`src/rtl/pacman_motion_ctrl.sv`:
```
// Pac-Man sprite motion controller: tick-driven IDLE/QUERY/DECIDE/STEP sequence that
// samples the legal-move lookup, applies pending turns and advances the sprite on an 8x8 grid.
module pacman_motion_ctrl #(
    parameter logic [9:0] STEP    = 10'd2,
    parameter logic [9:0] START_X = 10'd210,
    parameter logic [9:0] START_Y = 10'd94
) (
    input  logic       clk,
    input  logic       rst,
    input  logic       tick,
    input  logic       l,
    input  logic       r,
    input  logic       u,
    input  logic       d,
    input  logic       leg_l,
    input  logic       leg_r,
    input  logic       leg_u,
    input  logic       leg_d,
    output logic [9:0] xpos,
    output logic [9:0] ypos,
    output logic [1:0] dir,
    output logic       moving,
    output logic       busy,
    output logic       tick_miss
);

    localparam logic [9:0] XMin = 10'd150;
    localparam logic [9:0] XMax = 10'd570;
    localparam logic [9:0] YMin = 10'd34;
    localparam logic [9:0] YMax = 10'd454;
    localparam logic [5:0] Tile = 6'd60;
    localparam logic [5:0] StepOff = STEP[5:0];

    localparam logic [1:0] DirL = 2'd0;
    localparam logic [1:0] DirR = 2'd1;
    localparam logic [1:0] DirU = 2'd2;
    localparam logic [1:0] DirD = 2'd3;

    typedef enum logic [1:0] {StIdle, StQuery, StDecide, StStep} state_e;

    state_e     state_q, state_d;
    logic [9:0] xpos_q, xpos_d;
    logic [9:0] ypos_q, ypos_d;
    logic [5:0] x_off_q, x_off_d;
    logic [5:0] y_off_q, y_off_d;
    logic [1:0] dir_q, dir_d;
    logic       moving_q, moving_d;
    logic       pend_v_q, pend_v_d;
    logic [1:0] pend_dir_q, pend_dir_d;
    logic [3:0] leg_q, leg_nxt;
    logic       tick_miss_q, tick_miss_d;
    logic       busy_q, busy_d;

    logic       aligned;
    logic       btn_any;
    logic [1:0] btn_dir;
    logic       step_ok;
    logic [9:0] step_x, step_y;
    logic [5:0] step_xo, step_yo;

    // Offset arithmetic modulo one tile, relying on STEP dividing the tile size.
    function automatic logic [5:0] off_inc(input logic [5:0] off);
        logic [6:0] sum;
        sum = {1'b0, off} + {1'b0, StepOff};
        if (sum >= {1'b0, Tile}) begin
            sum = sum - {1'b0, Tile};
        end
        return sum[5:0];
    endfunction

    function automatic logic [5:0] off_dec(input logic [5:0] off);
        logic [5:0] res;
        if (off < StepOff) begin
            res = off + (Tile - StepOff);
        end else begin
            res = off - StepOff;
        end
        return res;
    endfunction

    assign aligned = (x_off_q == 6'd0) && (y_off_q == 6'd0);
    assign btn_any = l | r | u | d;

    always_comb begin
        if (l) begin
            btn_dir = DirL;
        end else if (r) begin
            btn_dir = DirR;
        end else if (u) begin
            btn_dir = DirU;
        end else begin
            btn_dir = DirD;
        end
    end

    // Candidate position for the STEP state; step_ok drops when the move would leave the maze.
    always_comb begin
        step_x  = xpos_q;
        step_y  = ypos_q;
        step_xo = x_off_q;
        step_yo = y_off_q;
        step_ok = 1'b1;
        unique case (dir_q)
            DirL: begin
                if (xpos_q < XMin + STEP) begin
                    step_ok = 1'b0;
                end else begin
                    step_x  = xpos_q - STEP;
                    step_xo = off_dec(x_off_q);
                end
            end
            DirR: begin
                if (xpos_q > XMax - STEP) begin
                    step_ok = 1'b0;
                end else begin
                    step_x  = xpos_q + STEP;
                    step_xo = off_inc(x_off_q);
                end
            end
            DirU: begin
                if (ypos_q < YMin + STEP) begin
                    step_ok = 1'b0;
                end else begin
                    step_y  = ypos_q - STEP;
                    step_yo = off_dec(y_off_q);
                end
            end
            DirD: begin
                if (ypos_q > YMax - STEP) begin
                    step_ok = 1'b0;
                end else begin
                    step_y  = ypos_q + STEP;
                    step_yo = off_inc(y_off_q);
                end
            end
        endcase
    end

    always_comb begin
        state_d     = state_q;
        xpos_d      = xpos_q;
        ypos_d      = ypos_q;
        x_off_d     = x_off_q;
        y_off_d     = y_off_q;
        dir_d       = dir_q;
        moving_d    = moving_q;
        pend_v_d    = pend_v_q;
        pend_dir_d  = pend_dir_q;
        leg_nxt     = leg_q;
        tick_miss_d = tick_miss_q;

        unique case (state_q)
            StIdle: begin
                if (tick) begin
                    state_d = StQuery;
                end
            end
            StQuery: begin
                leg_nxt = {leg_d, leg_u, leg_r, leg_l};
                state_d = StDecide;
            end
            StDecide: begin
                state_d = StStep;
                if (aligned) begin
                    if (pend_v_q && leg_q[pend_dir_q]) begin
                        dir_d    = pend_dir_q;
                        moving_d = 1'b1;
                        pend_v_d = 1'b0;
                    end else begin
                        moving_d = leg_q[dir_q];
                    end
                end else if (pend_v_q && (pend_dir_q == (dir_q ^ 2'b01))) begin
                    // Reversal is always legal mid-tile: we just came from there.
                    dir_d    = pend_dir_q;
                    pend_v_d = 1'b0;
                    moving_d = 1'b1;
                end
            end
            StStep: begin
                state_d = StIdle;
                if (moving_q) begin
                    if (step_ok) begin
                        xpos_d  = step_x;
                        ypos_d  = step_y;
                        x_off_d = step_xo;
                        y_off_d = step_yo;
                    end else begin
                        moving_d = 1'b0;
                    end
                end
            end
        endcase

        if (tick && (state_q != StIdle)) begin
            tick_miss_d = 1'b1;
        end

        // A press on the DECIDE edge wins over the consume-clear.
        if (btn_any) begin
            pend_v_d   = 1'b1;
            pend_dir_d = btn_dir;
        end

        busy_d = (state_d != StIdle);
    end

    always_ff @(posedge clk or posedge rst) begin
        if (rst) begin
            state_q     <= StIdle;
            xpos_q      <= START_X;
            ypos_q      <= START_Y;
            x_off_q     <= 6'd0;
            y_off_q     <= 6'd0;
            dir_q       <= DirR;
            moving_q    <= 1'b0;
            pend_v_q    <= 1'b0;
            pend_dir_q  <= 2'd0;
            leg_q       <= 4'd0;
            tick_miss_q <= 1'b0;
            busy_q      <= 1'b0;
        end else begin
            state_q     <= state_d;
            xpos_q      <= xpos_d;
            ypos_q      <= ypos_d;
            x_off_q     <= x_off_d;
            y_off_q     <= y_off_d;
            dir_q       <= dir_d;
            moving_q    <= moving_d;
            pend_v_q    <= pend_v_d;
            pend_dir_q  <= pend_dir_d;
            leg_q       <= leg_nxt;
            tick_miss_q <= tick_miss_d;
            busy_q      <= busy_d;
        end
    end

    assign xpos      = xpos_q;
    assign ypos      = ypos_q;
    assign dir       = dir_q;
    assign moving    = moving_q;
    assign busy      = busy_q;
    assign tick_miss = tick_miss_q;

endmodule

```
`config.mk`:
```
export PLATFORM = sky130hd
export DESIGN_NAME = pacman_motion_ctrl
export DESIGN_NICKNAME = d
export VERILOG_FILES = /design/src/rtl/pacman_motion_ctrl.sv
export SDC_FILE = /design/constraint.sdc
export NUM_CORES = 1
export LEC_CHECK = 0
export CAP_MARGIN = 40
export CORE_MARGIN = 8
export CORE_UTILIZATION = 57
export DETAILED_ROUTE_END_ITERATION = 7
export PLACE_DENSITY = 0.81
export RECOVER_POWER = 25
export SYNTH_ARGS = -nofsm -noshare
export SYNTH_HDL_FRONTEND = slang
export SYNTH_SLANG_ARGS = --single-unit
```
`constraint.sdc`:
```
create_clock -name clk -period 4 [get_ports clk]
set_input_delay 1.2 -clock clk [delete_from_list [all_inputs] [get_ports clk]]
set_output_delay 1.2 -clock clk [all_outputs]
set_load 0.02 [all_outputs]
```
==> flow_metrics.tcl <==
set metrics [dict create \
    routed_via_density 5.79 \
    p_per_area_nw_per_um2 956 \
    fin_setup_tns_ns 0 \
    r2r_slack_ns 0.75 \
    worst_pin_slew_ns 0.578 \
    post_cts_buffers 0 \
    synthAdderAreaFrac_pct 12.8 \
    diodes 0 \
    cts_resized 0 \
    cap_viol_max_count 0 \
    detail_route.wirelength_um 6640 \
    grt_antenna_before_repair 0 \
    fin_area_um2 3630 \
    synth_flop_cell "dfrtp_1" \
    synth_enable_flop_cells 0 \
    multi_input_area_um2 1970 \
    clk_latency_ns 0.29 \
    hp-start "tick_miss" \
    setup_viol 0 \
    period_needed_ns 3.25 \
    grt_use_total_pct 16.5 \
    slew_viol_final 0 \
    grt_max_degree 43 \
    synthSimpleGateAreaFrac_pct 17.6 \
    drive_above_1_share_pct 11.6 \
    synth_compound_area_share_pct 17.5 \
    die_height_um 90.3 \
    muxShareOfSynthArea_pct 7.03 \
    final_nets 412 \
    die_w_um 90.3 \
    numCtsBuffers 5 \
    worstSetupPathType "flop to flop" \
    start_util_pct 58.2 \
    syn_to_final_growth_pct 15.2 \
    netlist.area_leader.share_pct 25.4 \
    placed_area_um2 3540 \
    timing.final.ws_setup_ns 0.749 \
    gp_congestion 0.882 \
    core_area_um2 5410 \
    yosys_register_bits 42 \
    ios 36 \
    synth_xor_xnor_area_share_pct 7.23 \
    die_area_um2 8160 \
    synth_cells 341 \
    num_vias 2564 \
    r2r_cells 10 \
    skew_ns 0.00514 \
    max-clock-path-buffers 2 \
    first_pass_iters 4 \
    status "complete, no violations" \
    grt_pass1_vias 2581 \
    max_freq_mhz 308 \
    drt_iter0_drc 176 \
    path_clk_slew_ns 0.08 \
    grt_pass1_wl_um 11600 \
    min_path_type "flop to flop" \
    seqCellArea_um2 1060 \
    root_buffer "clkbuf_8" \
    r2r_end "xpos[9]" \
    hold_viol 0 \
    post-synth-top-area-cell "dfrtp_1" \
    ant_nets 0 \
    avgSynthCellArea_um2 9.23 \
    cts_tree "done" \
    h-tree-depth 2 \
    hold_depth 1 \
    netlist-cell-type-count 59 \
    startpoint "dir[0]" \
    synth_seq_area_share_pct 33.8 \
    max-slew-margin-rel_pct 61.4 \
    wl_per_cell_um 15.0 \
    dp_slack_ns 0.811 \
    worstPathRequired_ns 4.22 \
    gr-total-overflow 0 \
    synth_top_family_by_area "simple AND/OR/NAND/NOR gates" \
    ys_warn_count 0 \
    rsz0062_at_grt "false" \
    startpoint_type "flop" \
    hold_path_end "tick_miss" \
    remaining_drc_errors 0 \
    synth_area_leaders "dfrtp_1 (25%), ha_1 (12%), dfstp_2 (8.3%)" \
    rows 27 \
    crit_path_end_kind "flop" \
    nFillCells 439 \
    syn_area_um2 3150 \
    post-synth-top-count-cell "dfrtp_1" \
    ir_drop_v 0.000597 \
    io_buffers 33 \
    cts_sinks 42 \
    ys_top_cells_by_count "dfrtp_1 (32), nand2_1 (31), nor2_1 (31)" \
    crit_fanout 14 \
    arrival_ns 3.47 \
    p_leak_uw 0.00149 \
    period_share_pct 81.3 \
    hpwlAfterDp_um 4760 \
    r2r_start "dir[0]" \
    async_reset_ff_share_pct 100 \
    holdBufCountCts 0 \
]
cells in the final DEF, fill, tap and decap left out, types with 6 or more instances in the layout:
cell              n
dlygate4sd3_1     7
nor3_1           14
inv_1            14
dfstp_2          10
a21oi_1          18
nor2_1           31
xnor2_1          15
xor2_1           11
dfrtp_1          32
clkdlybuf4s50_1  26
a21o_1            7
o21ai_0          20
mux2_2           13
clkbuf_8          6
nand2_1          31
ha_1             29
state kept, by name, summed over array words and instances (netlist names):
signal	cells
xpos	9
ypos	9
x_off_q	5
y_off_q	5
leg_q	4
dir	2
pend_dir_q	2
state_q	2
busy	1
moving	1
pend_v_q	1
tick_miss	1
layout make-up:
cell class,instances,area share (%)
Clock buffer,8,2.48
Inverter,14,1.45
Multi-Input combinational cell,271,54.4
Sequential cell,42,29.3
Tap cell,72,2.48
Timing Repair Buffer,36,9.83
power by group:
part / internal, uW / total [uW] / switching, uW
registers: 651 / 977 / 325
clock network: 141 / 286 / 145
logic: 1070 / 2200 / 1130
worst max-delay path by stage:
stage	end	slack, ns	cells after the start
after global placement	xpos[9]	0.94	10
after detailed placement	xpos[9]	0.81	10
final	xpos[9]	0.75	10
after CTS	xpos[9]	0.78	10
after global routing	xpos[9]	0.47	10
after floorplan	xpos[9]	0.83	11
worst max-delay path, stage by stage, from the launching register on:
cell and delay [ns]:
dfstp_2 0.68, inv_1 0.13, nor2_1 0.25, inv_1 0.30, fa_1 0.49, a21o_1 0.21, a211oi_1 0.23, nor2_1 0.09
o41ai_1 0.35, mux2i_1 0.28, xor2_1 0.15
logic make-up after synthesis:
family / Yosys count
xor gates and xnor gates: 26
muxes: 18
adders and majority gates: 31
and+or+nand+nor: 111
other: 1
buffers and inverters: 29
DFF: 42
AOI/OAI and AO/OA: 83
routing by layer:
layer | share of wire [%] | up-vias | global-route usage (%)
li1 | - | 1290 | -
met1 | 45 | 1222 | 19.4
met2 | 51 | 45 | 29.4
met3 | 3.2 | 7 | 2.74
met4 | 1.1 | 0 | 5.69
met5 | 0 | - | 0
per-stage QoR:
step                power, uW  instances  util (%)  hold slack, ns
floorplan                2590        342         -           0.492
global placement         3090        433      65.1           0.440
detailed placement       3160        435      65.4           0.475
CTS                      3470        443      67.1           0.493
global route             3780        443      67.1           0.527
finish                   3470        443      67.1           0.493
Note: power is estimated with default switching activity, not from simulation.
